File: src/rtl/patdet_pkg.sv
// Shared types and constants for the serial pattern detector.
// match_cnt logic is built only when PATDET_CNT_EN is defined.
package patdet_pkg;

  typedef enum logic [1:0] {
    ST_IDLE,
    ST_FILL,
    ST_RUN
  } state_t;

  localparam logic DEF_OVERLAP = 1'b1;
  localparam logic DEF_STRICT  = 1'b0;

  // Low len bits set; len >= 32 gives all ones.
  function automatic logic [31:0] lenmask(input int unsigned len);
    if (len >= 32) return '1;
    return (32'd1 << len) - 32'd1;
  endfunction

endpackage

File: src/rtl/patdet_cmp.sv
// Combinational masked comparison of the newest len history bits against the pattern.
module patdet_cmp
  import patdet_pkg::*;
#(
  parameter int MAX_LEN = 8
) (
  input  logic [MAX_LEN-1:0]             hist,
  input  logic [MAX_LEN-1:0]             pattern,
  input  logic [MAX_LEN-1:0]             mask,
  input  logic [$clog2(MAX_LEN+1)-1:0]   len,
  output logic                           hit
);

  logic [MAX_LEN-1:0] diff;
  logic [31:0]        lm;

  assign diff = (hist ^ pattern) & mask;
  assign lm   = lenmask(32'(len));
  assign hit  = ((32'(diff)) & lm) == '0;

endmodule

File: src/rtl/pattern_detect_prm.sv
// Serial pattern detector: IDLE/FILL/RUN FSM, history shift register, optional
// saturating match counter (built when PATDET_CNT_EN is defined).
module pattern_detect_prm
  import patdet_pkg::*;
#(
  parameter int MAX_LEN = 8,
  parameter int CNT_W   = 16
) (
  input  logic                           clk,
  input  logic                           rst,
  input  logic                           cfg_we,
  input  logic [MAX_LEN-1:0]             cfg_pattern,
  input  logic [MAX_LEN-1:0]             cfg_mask,
  input  logic [$clog2(MAX_LEN+1)-1:0]   cfg_len,
  input  logic                           cfg_overlap,
  input  logic                           cfg_strict,
  input  logic                           enable,
  input  logic                           valid,
  input  logic                           in,
  input  logic                           cnt_clr,
  output logic                           match,
  output logic [CNT_W-1:0]               match_cnt,
  output logic                           busy
);

  localparam int LW = $clog2(MAX_LEN+1);

  state_t             state, state_n;
  logic [MAX_LEN-1:0] hist, hist_n, hist_sh;
  logic [LW-1:0]      fill, fill_n, fill_inc;
  logic               match_n;
  logic [MAX_LEN-1:0] pat_q, mask_q;
  logic [LW-1:0]      len_q;
  logic               ovl_q, strict_q;
  logic               hit;

  function automatic logic len_ok(input logic [LW-1:0] l);
    return (int'(l) >= 2) && (int'(l) <= MAX_LEN);
  endfunction

  assign hist_sh  = {hist[MAX_LEN-2:0], in};
  assign fill_inc = fill + LW'(1);

  patdet_cmp #(.MAX_LEN(MAX_LEN)) u_cmp (
    .hist    (hist_sh),
    .pattern (pat_q),
    .mask    (mask_q),
    .len     (len_q),
    .hit     (hit)
  );

  always_ff @(posedge clk) begin
    if (rst) begin
      pat_q    <= '0;
      mask_q   <= '1;
      len_q    <= LW'(MAX_LEN);
      ovl_q    <= DEF_OVERLAP;
      strict_q <= DEF_STRICT;
    end else if (cfg_we) begin
      pat_q    <= cfg_pattern;
      mask_q   <= cfg_mask;
      len_q    <= cfg_len;
      ovl_q    <= cfg_overlap;
      strict_q <= cfg_strict;
    end
  end

  always_ff @(posedge clk) begin
    if (rst) begin
      state <= ST_IDLE;
      hist  <= '0;
      fill  <= '0;
      match <= 1'b0;
    end else begin
      state <= state_n;
      hist  <= hist_n;
      fill  <= fill_n;
      match <= match_n;
    end
  end

  // The completing bit is compared on the shifted history in the same cycle,
  // so FILL->RUN and the first match coincide.
  always_comb begin
    state_n = state;
    hist_n  = hist;
    fill_n  = fill;
    match_n = 1'b0;
    if (cfg_we) begin
      hist_n  = '0;
      fill_n  = '0;
      state_n = (enable && len_ok(cfg_len)) ? ST_FILL : ST_IDLE;
    end else if (!enable) begin
      hist_n  = '0;
      fill_n  = '0;
      state_n = ST_IDLE;
    end else begin
      case (state)
        ST_IDLE: begin
          if (len_ok(len_q)) state_n = ST_FILL;
        end
        ST_FILL, ST_RUN: begin
          if (valid) begin
            hist_n = hist_sh;
            if (state == ST_FILL) fill_n = fill_inc;
            if (state == ST_RUN || fill_inc == len_q) begin
              state_n = ST_RUN;
              if (hit) begin
                match_n = 1'b1;
                if (!ovl_q) begin
                  hist_n  = '0;
                  fill_n  = '0;
                  state_n = ST_FILL;
                end
              end
            end
          end else if (strict_q) begin
            hist_n  = '0;
            fill_n  = '0;
            state_n = ST_FILL;
          end
        end
        default: state_n = ST_IDLE;
      endcase
    end
  end

  assign busy = (state != ST_IDLE);

`ifdef PATDET_CNT_EN
  always_ff @(posedge clk) begin
    if (rst || cnt_clr) match_cnt <= '0;
    else if (match && match_cnt != '1) match_cnt <= match_cnt + CNT_W'(1);
  end
`else
  logic unused_cnt_clr;
  assign unused_cnt_clr = cnt_clr;
  assign match_cnt      = '0;
`endif

endmodule

File: config.mk
export PLATFORM = sky130hd
export DESIGN_NAME = pattern_detect_prm
export DESIGN_NICKNAME = d
export VERILOG_FILES = /design/src/rtl/patdet_pkg.sv /design/src/rtl/patdet_cmp.sv /design/src/rtl/pattern_detect_prm.sv
export SDC_FILE = /design/constraint.sdc
export NUM_CORES = 1
export LEC_CHECK = 0
export ABC_AREA = 1
export CAP_MARGIN = 20
export CORE_AREA = 2 2 67 95
export DETAILED_ROUTE_END_ITERATION = 10
export DIE_AREA = 0 0 69 97
export PLACE_DENSITY_LB_ADDON = 0.1
export SYNTH_ARGS = -nofsm -noshare
export SYNTH_HDL_FRONTEND = slang
export SYNTH_SLANG_ARGS = --single-unit
export TNS_END_PERCENT = 10
File: constraint.sdc
create_clock -name clk -period 5.9 [get_ports clk]
set_clock_uncertainty 0.15 [all_clocks]
set_input_delay 1.18 -clock clk [delete_from_list [all_inputs] [get_ports clk]]
set_output_delay 1.18 -clock clk [all_outputs]
set_load 0.005 [all_outputs]
==> reports/summary.txt <==
headroom to the max-slew limit: 0.537
area taken by multi-input logic gates: 1280 sq um
crit-path max cell delay: 720 ps
Vias/cell: 4.67
routed len/inst: 11.6 microns
Critical-path top delay cell: nand2_1
die height: 97 microns
die footprint: 6690 sq um
layout cells sized above 1: 0.128
Rows: 33
Post-Syn Area: 2280 sq um
worst-path cell chain: clkdlybuf4s50_1 -> clkinv_1 -> nand2_1 -> nor4_1
Starting Density: 0.395
Fin Hold WS: 312 ps
end-of-flow core utilization: 0.458
Static Leak: 1.16 nW
ANT cells: 0
Clock Latency Late Sink: 290 ps
vias in the first global route: 1898
Post-Place Cell Area: 2550 sq um
Core Region: 5780 sq um
largest net degree at the start of global routing: 25
number of flops mapped to enable cells by yosys: 0
IO Port Bufs: 29
first-pass GRT wire length: 8.75 mm
htree depth: 2
first-pass iteration count of the detailed router: 4
GRT Total Usage: 0.162
Max IR drop VDD: 0.000123 V
# IOs: 47
post-CTS resize count: 0
Max FO, Critical Path: 19
Post-synth top cells: nand2_1 (84), inv_1 (38), dfxtp_1 (36)
crit path launch type: input pin
RSZ-0062 raised after global routing: no
initial antenna violation count: 0
CTS tree: built
Synth cell types: 26
Post-CTS Setup Inserts: 0
WS Path Type: in -> reg
Non-Filler Instances: 438
final instance area: 2650 sq um
post-synthesis sequential area ratio: 0.316
Overflow after GRT: 0
clk buf depth: 2
Final #Nets: 402
placed cells: 430
Reg area: 721 sq um
hpwl dp: 3.80 mm
Antenna Violating Nets Remaining: 0
overall power: 0.554 mW
reg-to-reg slack, setup: 3410 ps
CP bufs+invs: 2
Slew @ Worst Pin: 693 ps
area delta synth->final: 16.0%
Synth Register Bits: 36
ranking of synthesized cells by area: dfxtp_1 (32%), nand2_1 (14%), inv_1 (6.3%), buf_4 (5.9%), nand3_1 (5.9%)
Synth Area per Inst: 6.71 sq um
WL final: 5.08 mm
kind of cell adding the most delay to the critical path: buffers and inverters
WP data required: 5900 ps
Highest Clock Rate: 0.317 GHz
post-synthesis cell count: 340
Root Buffer: clkbuf_8
CP Capture Type: flop
initial DRC count: 70
clock sink total: 36
Die X: 69 microns
Ys Warns: 0
crit path time final: 3150 ps
setup total negative slack: 0 ps
Final Hold Vio Count: 0
final setup vio count: 0
max_cap viols: 0
GP Congestion: 0.812
Final Cycle Share: 0.535
worst setup margin: 2750 ps
Yosys top cell by area: dfxtp_1
Hold Crit Class: reg -> reg
status: complete, no violations
ys async rst share: 0
Power Density: 209 nW/um^2
Vias: 2047
Most used DFF post-synth: dfxtp_1
DP Worst Slack: 2430 ps
DRC: 0
crit path DAT: 3160 ps
fill cell count: 650
hold_buf cts: 0
Clock Pin Slew Worst Setup and Hold Paths: 80 ps
CTS buffer count: 5
post-synth top area share: 0.316
most frequent cell after synthesis: nand2_1
Max Slew Vio Count: 0
tightest hold or removal path, cell delays in order, from the launching register on:
cell and delay, ps:
dfxtp_1 330, nand2_1 50, nand3_1 50
sequential cells by signal, indices dropped and copies added (netlist names):
signal,count
len_q,4
mask_q,8
ovl_q,1
state,2
hist,7
pat_q,8
fill,4
match,1
strict_q,1
cell families (layout without fill, tap and decap cells):
kind of cell,count (synthesis),count (layout),synth area share
adder cells (fa/ha/maj),6,6,0.0329
buffers and inverters,68,81,0.148
XOR/XNOR,2,2,0.00768
other,1,16,0.00164
AO/OA/AOI/OAI,52,52,0.133
AND/OR/NAND/NOR,175,175,0.361
flip-flops,36,36,0.316
placed cells by master, fill, tap and decap left out, types with 3 or more instances in the layout:
cell	synthesis	routed
a21oi_1	19	19
a21oi_2	10	10
buf_4	18	3
clkbuf_8	0	6
clkdlybuf4s50_1	0	29
conb_1	1	16
dfxtp_1	36	36
ha_1	6	6
inv_1	38	38
nand2_1	84	84
nand2_2	6	6
nand3_1	27	27
nand3_2	11	11
nor2_1	34	34
nor2_2	4	4
nor2_4	3	3
o21ai_0	21	21
report_power, final:
group          switching [mW]  internal [mW]  total, mW
clock network          0.0920         0.0933      0.185
logic                  0.0604         0.0442      0.105
registers              0.0101          0.254      0.264
final cells by class:
| cell class | instances | share of cell area |
|---|---|---|
| clock buffer | 6 | 0.0312 |
| timing repair buffer | 32 | 0.118 |
| tap | 70 | 0.0331 |
| inverter | 41 | 0.0581 |
| clock inverter | 2 | 0.00378 |
| sequential | 36 | 0.272 |
| multi-input combinational | 251 | 0.483 |
routing by layer:
metal,part of all wire,global-route usage,vias to the layer above
li1,-,-,1102
met1,0.45,0.187,899
met2,0.51,0.289,42
met3,0.028,0.0344,4
met4,0.016,0.0618,0
met5,0,0,-
path summary, 6_finish.rpt:
path                                              from                     end  cells after the start
worst max-delay path                               rst        match$_SDFF_PP0_                      4
worst min-delay path            mask_q[6]$_SDFFE_PP1P_  mask_q[6]$_SDFFE_PP1P_                      2
worst max register to register   len_q[3]$_SDFFE_PP1P_    fill[0]$_SDFFE_PP0P_                     12
worst min register to register  mask_q[6]$_SDFFE_PP1P_  mask_q[6]$_SDFFE_PP1P_                      2
Power figures use the tool's default switching activity.
